[src/rtl/i2c_pkg.sv]
// Shared types and constants for the I2C target: FSM states and R/W bit values.
package i2c_pkg;

  typedef enum logic [3:0] {
    ST_IDLE,
    ST_ADDR,
    ST_ADDR_ACK,
    ST_PTR,
    ST_PTR_ACK,
    ST_WDATA,
    ST_WDATA_ACK,
    ST_RDATA,
    ST_RDATA_ACK,
    ST_WAIT_STOP
  } i2c_state_e;

  localparam logic I2C_RW_WRITE = 1'b0;
  localparam logic I2C_RW_READ  = 1'b1;

  localparam logic [3:0] BIT_LAST = 4'd7;
  localparam logic [3:0] BIT_DONE = 4'd8;

endpackage

[src/rtl/i2c_line_filter.sv]
// Two-flop synchroniser followed by a glitch filter; the output only follows
// the synchronised input after FILTER_LEN consecutive differing samples.
module i2c_line_filter #(
  parameter int unsigned FILTER_LEN = 3
) (
  input  logic clk,
  input  logic reset,
  input  logic line_di,
  output logic line_q
);

  localparam int unsigned CNT_W = $clog2(FILTER_LEN + 1);

  logic [1:0]       sync_q, sync_d;
  logic             filt_q, filt_d;
  logic [CNT_W-1:0] cnt_q, cnt_d;

  always_comb begin
    sync_d = {sync_q[0], line_di};
    filt_d = filt_q;
    cnt_d  = '0;
    if (sync_q[1] != filt_q) begin
      if (32'(cnt_q) + 32'd1 >= FILTER_LEN) begin
        filt_d = sync_q[1];
      end else begin
        cnt_d = cnt_q + 1'b1;
      end
    end
  end

  always_ff @(posedge clk or posedge reset) begin
    if (reset) begin
      sync_q <= '1;
      filt_q <= 1'b1;
      cnt_q  <= '0;
    end else begin
      sync_q <= sync_d;
      filt_q <= filt_d;
      cnt_q  <= cnt_d;
    end
  end

  assign line_q = filt_q;

endmodule

[src/rtl/i2c_target.sv]
// I2C target: START/STOP decode, 7-bit address match, pointer-based register
// writes and reads mapped onto a byte strobe port. Open-drain SDA only.
module i2c_target
  import i2c_pkg::*;
#(
  parameter logic [6:0]  I2C_ADDR   = 7'h42,
  parameter int unsigned ADDR_W     = 8,
  parameter int unsigned FILTER_LEN = 3
) (
  input  logic              clk,
  input  logic              reset,
  input  logic              scl_di,
  input  logic              sda_di,
  output logic              sda_oe,
  output logic              busy,
  output logic              wr_strobe,
  output logic [ADDR_W-1:0] wr_addr,
  output logic [7:0]        wr_data,
  output logic              rd_strobe,
  output logic [ADDR_W-1:0] rd_addr,
  input  logic [7:0]        rd_data
);

  logic scl_f, sda_f;

  i2c_line_filter #(.FILTER_LEN(FILTER_LEN)) u_scl_filter (
    .clk     (clk),
    .reset   (reset),
    .line_di (scl_di),
    .line_q  (scl_f)
  );

  i2c_line_filter #(.FILTER_LEN(FILTER_LEN)) u_sda_filter (
    .clk     (clk),
    .reset   (reset),
    .line_di (sda_di),
    .line_q  (sda_f)
  );

  i2c_state_e        state_q, state_d;
  logic              scl_prev_q, scl_prev_d;
  logic              sda_prev_q, sda_prev_d;
  logic [3:0]        cnt_q, cnt_d;
  logic [7:0]        shift_q, shift_d;
  logic [ADDR_W-1:0] ptr_q, ptr_d;
  logic              rw_q, rw_d;
  logic              sda_oe_q, sda_oe_d;
  logic              busy_q, busy_d;
  logic              wr_strobe_q, wr_strobe_d;
  logic [ADDR_W-1:0] wr_addr_q, wr_addr_d;
  logic [7:0]        wr_data_q, wr_data_d;
  logic              rd_strobe_q, rd_strobe_d;
  logic [ADDR_W-1:0] rd_addr_q, rd_addr_d;
  logic              rd_load_q, rd_load_d;

  logic       scl_rise, scl_fall, start_ev, stop_ev;
  logic [7:0] rx_byte;
  logic       last_bit, addr_hit;

  assign scl_rise = scl_f & ~scl_prev_q;
  assign scl_fall = ~scl_f & scl_prev_q;
  assign start_ev = scl_f & scl_prev_q & sda_prev_q & ~sda_f;
  assign stop_ev  = scl_f & scl_prev_q & ~sda_prev_q & sda_f;
  assign rx_byte  = {shift_q[6:0], sda_f};
  assign last_bit = (cnt_q == BIT_LAST);
  assign addr_hit = (rx_byte[7:1] == I2C_ADDR);

  // State register
  always_ff @(posedge clk or posedge reset) begin
    if (reset) begin
      state_q <= ST_IDLE;
    end else begin
      state_q <= state_d;
    end
  end

  // Next-state logic
  always_comb begin
    state_d = state_q;
    if (stop_ev) begin
      state_d = ST_IDLE;
    end else if (start_ev) begin
      state_d = ST_ADDR;
    end else begin
      case (state_q)
        ST_ADDR: begin
          if (scl_rise && last_bit) state_d = addr_hit ? ST_ADDR_ACK : ST_WAIT_STOP;
        end
        // The ACK drive itself (sda_oe_q) marks that the ACK bit is on the bus.
        ST_ADDR_ACK: begin
          if (scl_rise && sda_oe_q) state_d = (rw_q == I2C_RW_WRITE) ? ST_PTR : ST_RDATA;
        end
        ST_PTR: begin
          if (scl_rise && last_bit) state_d = ST_PTR_ACK;
        end
        ST_PTR_ACK, ST_WDATA_ACK: begin
          if (scl_rise && sda_oe_q) state_d = ST_WDATA;
        end
        ST_WDATA: begin
          if (scl_rise && last_bit) state_d = ST_WDATA_ACK;
        end
        ST_RDATA: begin
          if (scl_fall && cnt_q == BIT_DONE) state_d = ST_RDATA_ACK;
        end
        ST_RDATA_ACK: begin
          if (scl_rise) state_d = sda_f ? ST_WAIT_STOP : ST_RDATA;
        end
        default: ;
      endcase
    end
  end

  // Output / datapath logic
  always_comb begin
    scl_prev_d  = scl_f;
    sda_prev_d  = sda_f;
    cnt_d       = cnt_q;
    shift_d     = shift_q;
    ptr_d       = ptr_q;
    rw_d        = rw_q;
    sda_oe_d    = sda_oe_q;
    busy_d      = busy_q;
    wr_strobe_d = 1'b0;
    wr_addr_d   = wr_addr_q;
    wr_data_d   = wr_data_q;
    rd_strobe_d = 1'b0;
    rd_addr_d   = rd_addr_q;
    rd_load_d   = rd_strobe_q;

    if (stop_ev || start_ev) begin
      sda_oe_d = 1'b0;
      busy_d   = 1'b0;
      cnt_d    = '0;
    end else begin
      case (state_q)
        ST_ADDR: begin
          if (scl_rise) begin
            shift_d = rx_byte;
            cnt_d   = cnt_q + 4'd1;
            if (last_bit) begin
              cnt_d = '0;
              rw_d  = sda_f;
              if (addr_hit) busy_d = 1'b1;
            end
          end
        end
        ST_ADDR_ACK: begin
          if (scl_fall && !sda_oe_q) begin
            sda_oe_d = 1'b1;
          end else if (scl_rise && sda_oe_q) begin
            cnt_d = '0;
            if (rw_q == I2C_RW_READ) begin
              rd_strobe_d = 1'b1;
              rd_addr_d   = ptr_q;
            end
          end
        end
        ST_PTR: begin
          if (scl_fall) sda_oe_d = 1'b0;
          if (scl_rise) begin
            shift_d = rx_byte;
            cnt_d   = cnt_q + 4'd1;
            if (last_bit) begin
              cnt_d = '0;
              ptr_d = ADDR_W'(rx_byte);
            end
          end
        end
        ST_PTR_ACK, ST_WDATA_ACK: begin
          if (scl_fall && !sda_oe_q) sda_oe_d = 1'b1;
        end
        ST_WDATA: begin
          if (scl_fall) sda_oe_d = 1'b0;
          if (scl_rise) begin
            shift_d = rx_byte;
            cnt_d   = cnt_q + 4'd1;
            if (last_bit) begin
              cnt_d       = '0;
              wr_strobe_d = 1'b1;
              wr_addr_d   = ptr_q;
              wr_data_d   = rx_byte;
              ptr_d       = ptr_q + 1'b1;
            end
          end
        end
        ST_RDATA: begin
          if (scl_fall) begin
            if (cnt_q == BIT_DONE) begin
              sda_oe_d = 1'b0;
              ptr_d    = ptr_q + 1'b1;
              cnt_d    = '0;
            end else begin
              sda_oe_d = ~shift_q[7];
              shift_d  = {shift_q[6:0], 1'b0};
              cnt_d    = cnt_q + 4'd1;
            end
          end
        end
        ST_RDATA_ACK: begin
          if (scl_rise && !sda_f) begin
            rd_strobe_d = 1'b1;
            rd_addr_d   = ptr_q;
            cnt_d       = '0;
          end
        end
        default: ;
      endcase
    end

    // Host returns rd_data one clock after rd_strobe
    if (rd_load_q) shift_d = rd_data;
  end

  always_ff @(posedge clk or posedge reset) begin
    if (reset) begin
      scl_prev_q  <= 1'b1;
      sda_prev_q  <= 1'b1;
      cnt_q       <= '0;
      shift_q     <= '0;
      ptr_q       <= '0;
      rw_q        <= 1'b0;
      sda_oe_q    <= 1'b0;
      busy_q      <= 1'b0;
      wr_strobe_q <= 1'b0;
      wr_addr_q   <= '0;
      wr_data_q   <= '0;
      rd_strobe_q <= 1'b0;
      rd_addr_q   <= '0;
      rd_load_q   <= 1'b0;
    end else begin
      scl_prev_q  <= scl_prev_d;
      sda_prev_q  <= sda_prev_d;
      cnt_q       <= cnt_d;
      shift_q     <= shift_d;
      ptr_q       <= ptr_d;
      rw_q        <= rw_d;
      sda_oe_q    <= sda_oe_d;
      busy_q      <= busy_d;
      wr_strobe_q <= wr_strobe_d;
      wr_addr_q   <= wr_addr_d;
      wr_data_q   <= wr_data_d;
      rd_strobe_q <= rd_strobe_d;
      rd_addr_q   <= rd_addr_d;
      rd_load_q   <= rd_load_d;
    end
  end

  assign sda_oe    = sda_oe_q;
  assign busy      = busy_q;
  assign wr_strobe = wr_strobe_q;
  assign wr_addr   = wr_addr_q;
  assign wr_data   = wr_data_q;
  assign rd_strobe = rd_strobe_q;
  assign rd_addr   = rd_addr_q;

endmodule

[config.mk]
export PLATFORM = sky130hd
export DESIGN_NAME = i2c_target
export DESIGN_NICKNAME = d
export VERILOG_FILES = /design/src/rtl/i2c_pkg.sv /design/src/rtl/i2c_line_filter.sv /design/src/rtl/i2c_target.sv
export SDC_FILE = /design/constraint.sdc
export NUM_CORES = 1
export LEC_CHECK = 0
export ABC_CLOCK_PERIOD_IN_PS = 1800
export BUFFER_PORTS_ARGS = -buffer_cell sky130_fd_sc_hd__buf_2
export CORE_ASPECT_RATIO = 1.25
export CORE_MARGIN = 3
export CORE_UTILIZATION = 45
export CTS_BUF_LIST = sky130_fd_sc_hd__clkbuf_2
export CTS_CLUSTER_SIZE = 25
export DETAILED_ROUTE_END_ITERATION = 12
export PLACE_DENSITY = 0.67
export SYNTH_ARGS = -nofsm -noshare
export SYNTH_HDL_FRONTEND = slang
export SYNTH_HIERARCHICAL = 1
export SYNTH_SLANG_ARGS = --single-unit
[constraint.sdc]
create_clock -name clk -period 1.8 [get_ports clk]
set_clock_uncertainty 0.15 [all_clocks]
set_input_delay 0.18 -clock clk [delete_from_list [all_inputs] [get_ports clk]]
set_output_delay 0.18 -clock clk [all_outputs]
set_load 0.03 [all_outputs]
==> results.md, run 1 <==
* Run status: finished, violations left
* Failing checks: negative setup slack
* Routed len/inst at 18.8 um
* Tcrit/Tclk final at 114%
* H-tree depth at 3
* Fraction of registers with async set or reset after synthesis at 100%
* Commonest non-fill, non-tap cells in the layout: 70 x buf_4, 56 x dfrtp_1, 39 x buf_2
* EDFF count, synth at 0
* Slew of the pin with the lowest slew margin at 500 ps
* I/O Buffers at 39
* Fillcell total at 520
* Nets at 462
* Drc violations at 0
* Leakage power at 0.00236 uW
* Final Hold Vio Count at 0
* Final Max Tran Viols at 0
* Synth Instances at 304
* Max_slew headroom at 66.6%
* CTS Buffer Depth at 2
* Met3 Track Usage GR at 4.48%
* VDD IR max at 0.989 mV
* Post-route cell area at 5120 um^2
* Initial DRC count at 137
* Vias in the first global route at 3159
* Root Driver: clkbuf_2
* Area of placed instances at 4220 um^2
* Final ANT Viol Nets at 0
* Netlist cell types at 64
* Placer Congestion at 0.918
* Max-capacitance violation count at 0
* Hold Slack at 56.6 ps
* Critical path's slowest cell: or4b_4
* Mapped Area at 3390 um^2
* Via/cell ratio at 5.72
* Worst skew pair latency at 510 ps
* Die area at 8630 um^2
* First-pass GRT wire length at 15900 um
* WP data arrival at 2350 ps
* ANT cells at 0
* Tmin final at 2060 ps
* Final WS setup at -260 ps
* Critical path cell sequence: buf_4, or4b_4, o32a_1, o211ai_4, a21oi_2, o221a_1
* Leading cell type in the layout, fill and taps excluded: buf_4
* Clock transition at path regs at 210 ps
* Number of cell rows at 34
* Largest net degree at the start of global routing at 22
* Worst Path Class, Setup: reg -> reg
* Crit path max fanout at 5
* TritonCTS clock tree: built
* Crit path launch: state_q[3]
* Overflow left after global routing at 0
* Yosys top cell area share at 42.8%
* CTS buffer count at 9
* Worst setup SP type: register
* Initial Utilization at 47.5%
* Initial antenna violation count at 0
* Number of synthesized register bits at 66
* Via count at 3100
* Core area at 7150 um^2
* Post-DP HPWL at 6120 um
* Met1 usage at 26.6%
* Total power at 7160 uW
* Sequential share of the synthesized area at 48.9%
* Finish-stage setup viols at 49
* Layout area overhead at 50.9%
* Max Freq at 485 MHz
* Layer with the highest usage: met2
* Area leader, netlist: dfrtp_1
* Synth Flop Type: dfrtp_1
* Layout cells sized above 1 at 56.6%
* Worst hold path type: in -> async
* Clock sink count at 66
* 1st-pass router iterations at 4
* Total Wirelength at 10200 um
* Synth Warn # at 6
* Required time of the worst setup path at 2090 ps
* Crit-path max cell delay at 500 ps
* Synth top area cells: dfrtp_1 43%, dfstp_2 6.2%, mux2_4 4.0%, mux2_2 3.6%, a21oi_1 3.2%
* Mapped Avg Cell Area at 11.2 um^2
* Die Ht at 103 um
* GRT Resource Usage Total at 23.7%
* FF-to-FF Start: state_q[3]
* Die width at 83.7 um
* Met2 GRT Util at 44.4%
* Net count after synthesis at 319
* PD cells at 1400 nW/um^2
* Io pins at 40
* Crit. End Element: register
* Pre-CTS setup slack at -279 ps
* RSZ-0062 raised after global routing: yes
==> report_power, final <==
| group | internal (uW) | total [uW] | switching (uW) | leakage (uW) |
|---|---|---|---|---|
| Combinational | 1970 | 4050 | 2070 | 0.00141 |
| Clock | 468 | 1080 | 613 | 0.0000787 |
| Sequential | 1780 | 2030 | 249 | 0.000865 |
| Total | 4220 | 7160 | 2940 | 0.00236 |
==> registers in the layout, indices dropped and copies added, names as in the netlist, 4 cells and up <==
register / cells
cnt_q: 4
rd_addr: 8
ptr_q: 8
state_q: 4
shift_q: 8
wr_addr: 8
wr_data: 8
==> area by class of cell <==
cell class	instances	area [um^2]	share of cell area [%]
multi-input cells	216	1980	38.6
clock inverters	7	101	1.98
repair buffers	145	1180	23.1
clock buffers	9	45.0	0.880
well taps	90	113	2.20
flip-flops and latches	66	1660	32.5
inverters	9	38.8	0.757
==> repair_timing <==
item / 4_1_cts / 5_1_grt
setup buffers: 19 / 13
endpoints found under the setup margin: 49 / 51
hold buffers: 12 / 0
gates cloned: 3 / 0
gates resized for setup: 65 / 39
pin swaps: 20 / 19
hold endpoints to repair: 76 / 0
==> path summary, 6_finish.rpt <==
| check | endpoint | slack [ps] | cells past startpoint |
|---|---|---|---|
| max in group asynchronous | u_sda_filter/sync_q[1] | 730 | 4 |
| min reg2reg | u_sda_filter/sync_q[1] | 220 | 0 |
| min in group clk | u_scl_filter/sync_q[0] | 130 | 2 |
| min | ptr_q[0] | 60 | 3 |
| max reg2reg | state_q[3] | -260 | 6 |
| max | state_q[3] | -260 | 6 |
==> through the flow <==
stage                     cells  util (%)  setup TNS (ps)
final                       542      71.7           -7360
after global routing        542      71.7          -10900
after CTS                   534      69.0           -5660
after detailed placement    485      59.1           -7110
after global placement      485      59.1           -5710
after floorplan             304         -           -1530
==> worst max-delay path, delay by kind of cell, from the launching register on <==
family / cells / cell delay (ps)
flip-flops: 1 / 460
AND/OR/NAND/NOR: 1 / 500
AO/OA/AOI/OAI: 4 / 720
buffers and inverters: 1 / 150
==> cells in the mapped netlist (all sizes together) (2+ instances only) <==
cell type	n
a211o	2
a32o	3
o22a	4
ha	3
dfrtp	58
a31oi	9
and2	2
inv	9
o22ai	3
or4b	3
clkbuf	4
o21ai	16
o211ai	2
nor2	21
nand3	11
o311ai	2
a21oi	23
o32ai	2
mux2i	3
nand3b	3
xnor2	3
nor3b	5
mux2	27
nand2b	6
nor4	3
buf	10
nor2b	10
a211oi	2
o31ai	3
nor4b	2
nor3	9
dfstp	8
and3	4
nand2	14
==> layer usage <==
layer  vias to the layer above  part of all wire, %  wire [um]
li1                       1423                    -          -
met1                      1530                   38       3830
met2                       110                   54       5500
met3                        37                  4.7        476
met4                         0                  3.9        397
met5                         -                    0          0
==> cell families after synthesis <==
kind of cell               count (synthesis)  share of synthesized area, %
adders and majority gates                  3                          1.11
xor gates and xnor gates                   4                          1.03
buffers and inverters                     23                          3.80
and+or+nand+nor                           97                          16.8
AOI/OAI and AO/OA                         81                          17.4
muxes                                     30                          10.8
DFF                                       66                          48.9
(Power assumes the default switching activity.)
==> inputs of run 2 (changes only) <==
--- a/config.mk
+++ b/config.mk
@@ -7,12 +7,14 @@
 export LEC_CHECK = 0
 export ABC_CLOCK_PERIOD_IN_PS = 1800
 export BUFFER_PORTS_ARGS = -buffer_cell sky130_fd_sc_hd__buf_2
-export CORE_ASPECT_RATIO = 1.25
+export CORE_ASPECT_RATIO = 0.5
 export CORE_MARGIN = 3
 export CORE_UTILIZATION = 45
 export CTS_BUF_LIST = sky130_fd_sc_hd__clkbuf_2
 export CTS_CLUSTER_SIZE = 25
 export DETAILED_ROUTE_END_ITERATION = 12
+export HOLD_SLACK_MARGIN = 0.05
+export MAX_ROUTING_LAYER = met4
 export PLACE_DENSITY = 0.67
 export SYNTH_ARGS = -nofsm -noshare
 export SYNTH_HDL_FRONTEND = slang
==> results.md, run 2 (synthesized netlist as in run 1, its figures left out) <==
* Core area at 6990 um^2 (-2.2%)
* CTS buffer count at 9 (unchanged)
* Final Hold Vio Count at 0 (unchanged)
* CTS Buffer Depth at 2 (unchanged)
* Die area at 8680 um^2 (+0.65%)
* WP data arrival at 2410 ps (+60 ps)
* 1st-pass router iterations at 4 (unchanged)
* Finished Core Util at 70.4% (-1.2 points)
* Vias in the first global route at 2955 (-6.5%)
* Root Driver: clkbuf_2
* Critical path cell sequence: inv_2, ha_2, nand3b_1, buf_6, a211oi_4, o22a_1, buf_6, o21ai_2, a21oi_2
* Met2 GRT Util at 36.7% (-7.7 points)
* Via/cell ratio at 5.55 (-3.0%)
* Total Wirelength at 9530 um (-6.5%)
* GRT Resource Usage Total at 22.7% (-1.0 points)
* Run status: finished, violations left
* Clock transition at path regs at 180 ps (-30 ps)
* Crit path max fanout at 7 (+2)
* Met1 usage at 27.5% (+0.82 points)
* Crit-path max cell delay at 440 ps (-60 ps)
* Layer with the highest usage: met2
* Pre-CTS setup slack at -262 ps (+16.8 ps)
* Drc violations at 0 (unchanged)
* Routed len/inst at 17.9 um (-4.9%)
* Max-capacitance violation count at 0 (unchanged)
* Final WS setup at -298 ps (-37.8 ps)
* First-pass GRT wire length at 14600 um (-7.8%)
* Layout cells sized above 1 at 52.7% (-3.9 points)
* Tmin final at 2100 ps (+37.8 ps)
* Worst setup SP type: register
* Largest net degree at the start of global routing at 57 (+160%)
* Layout area overhead at 45.0%
* Worst skew pair latency at 540 ps (+30 ps)
* Leakage power at 0.00228 uW (-3.4%)
* PD cells at 1450 nW/um^2 (+3.5%)
* Most frequent CP cell: buf_6
* Critical path's slowest cell: dfrtp_1
* Required time of the worst setup path at 2110 ps (+20 ps)
* Hold Slack at 147 ps (+89.9 ps)
* Commonest non-fill, non-tap cells in the layout: 70 x buf_4, 55 x dfrtp_1, 39 x buf_2
* Placer Congestion at 0.958 (+4.3%)
* Initial DRC count at 192 (+40%)
* Overflow left after global routing at 0 (unchanged)
* Via count at 2958 (-4.6%)
* Final ANT Viol Nets at 0 (unchanged)
* Met3 Track Usage GR at 6.64% (+2.2 points)
* Finish-stage setup viols at 49 (unchanged)
* Leading cell type in the layout, fill and taps excluded: buf_4
* Initial antenna violation count at 0 (unchanged)
* Max_slew headroom at 55.1% (-12 points)
* Crit. End Element: register
* Clock sink count at 66 (unchanged)
* Die Ht at 67.4 um (-35%)
* TritonCTS clock tree: built
* Initial Utilization at 48.6% (+1.1 points)
* Worst Path Class, Setup: reg -> reg
* RSZ-0062 raised after global routing: yes
* Slew of the pin with the lowest slew margin at 673 ps (+173 ps)
* Number of cell rows at 21 (-38%)
* Io pins at 40 (unchanged)
* Total power at 7120 uW (-0.53%)
* Nets at 450 (-2.6%)
* I/O Buffers at 39 (unchanged)
* Max Freq at 477 MHz (-1.8%)
* Failing checks: negative setup slack
* Non-filler instance count after layout at 533 (-1.7%)
* Post-DP HPWL at 6370 um (+4.1%)
* Placed insts at 490 (+1.0%)
* Worst hold path type: in -> reg
* Die width at 129 um (+54%)
* H-tree depth at 3 (unchanged)
* Final Max Tran Viols at 0 (unchanged)
* Tcrit/Tclk final at 117% (+2.1 points)
* VDD IR max at 0.823 mV (-17%)
==> run 2: cell types whose count changed in the layout (fill, tap and decap cells not counted), sizes merged <==
cell      before  now
buf          133  121
diode          0    1
bufinv         2    3
clkinv         2    3
clkinvlp       2    0
==> run 2: final timing paths <==
check,slack [ps],depth (start not counted),end,from
setup / recovery,-300,9,shift_q[1],cnt_q[0]
hold / removal,150,2,u_sda_filter/sync_q[0],sda_di
setup reg to reg,-300,9,shift_q[1],cnt_q[0]
hold reg to reg,220,0,u_scl_filter/sync_q[1],u_scl_filter/sync_q[0]
max in group asynchronous,530,5,sda_prev_q,reset
min in group asynchronous,530,4,u_scl_filter/cnt_q[0],reset
==> run 2: through the flow <==
step / instance area (um^2) / setup TNS (ps)
after global routing: 4920 / -13300
after detailed placement: 4250 / -7100
after global placement: 4250 / -5490
final: 4920 / -9720
after floorplan: 3470 / -1530
after CTS: 4610 / -7080
==> run 2: cell type report <==
cell class,count,area [um^2]
Tap cell,92,115
Sequential cell,66,1670
Multi-Input combinational cell,216,1920
Timing Repair Buffer,133,1020
Fill cell,527,2070
Inverter,9,33.8
Clock buffer,9,45.0
Antenna cell,1,2.50
Clock inverter,7,116
==> run 2: power by group <==
group	internal, uW	leakage [uW]	switching (uW)
sequential	1790	0.000863	278
clock	600	0.0000939	563
combinational	1870	0.00132	2030
==> run 2: repair_timing <==
item                                    CTS  global route
gates cloned                              0             1
endpoints found under the setup margin   49            50
pin swaps                                 7            26
gates resized for setup                  12            53
hold endpoints to repair                 76             0
buffers inserted                          5             8
hold buffers                             12             0
==> run 2: critical path, delay by kind of cell (launching register included) <==
kind	cells	cell delay, ps
AO/OA/AOI/OAI	4	700
adder cells (fa/ha/maj)	1	160
buffers and inverters	3	410
flip-flops	1	440
AND/OR/NAND/NOR	1	160
==> run 2: layer usage <==
layer	wire, um	share of wire (%)
met1	4310	45
met2	4720	49
met3	358	3.8
met4	145	1.5
met5	0	0
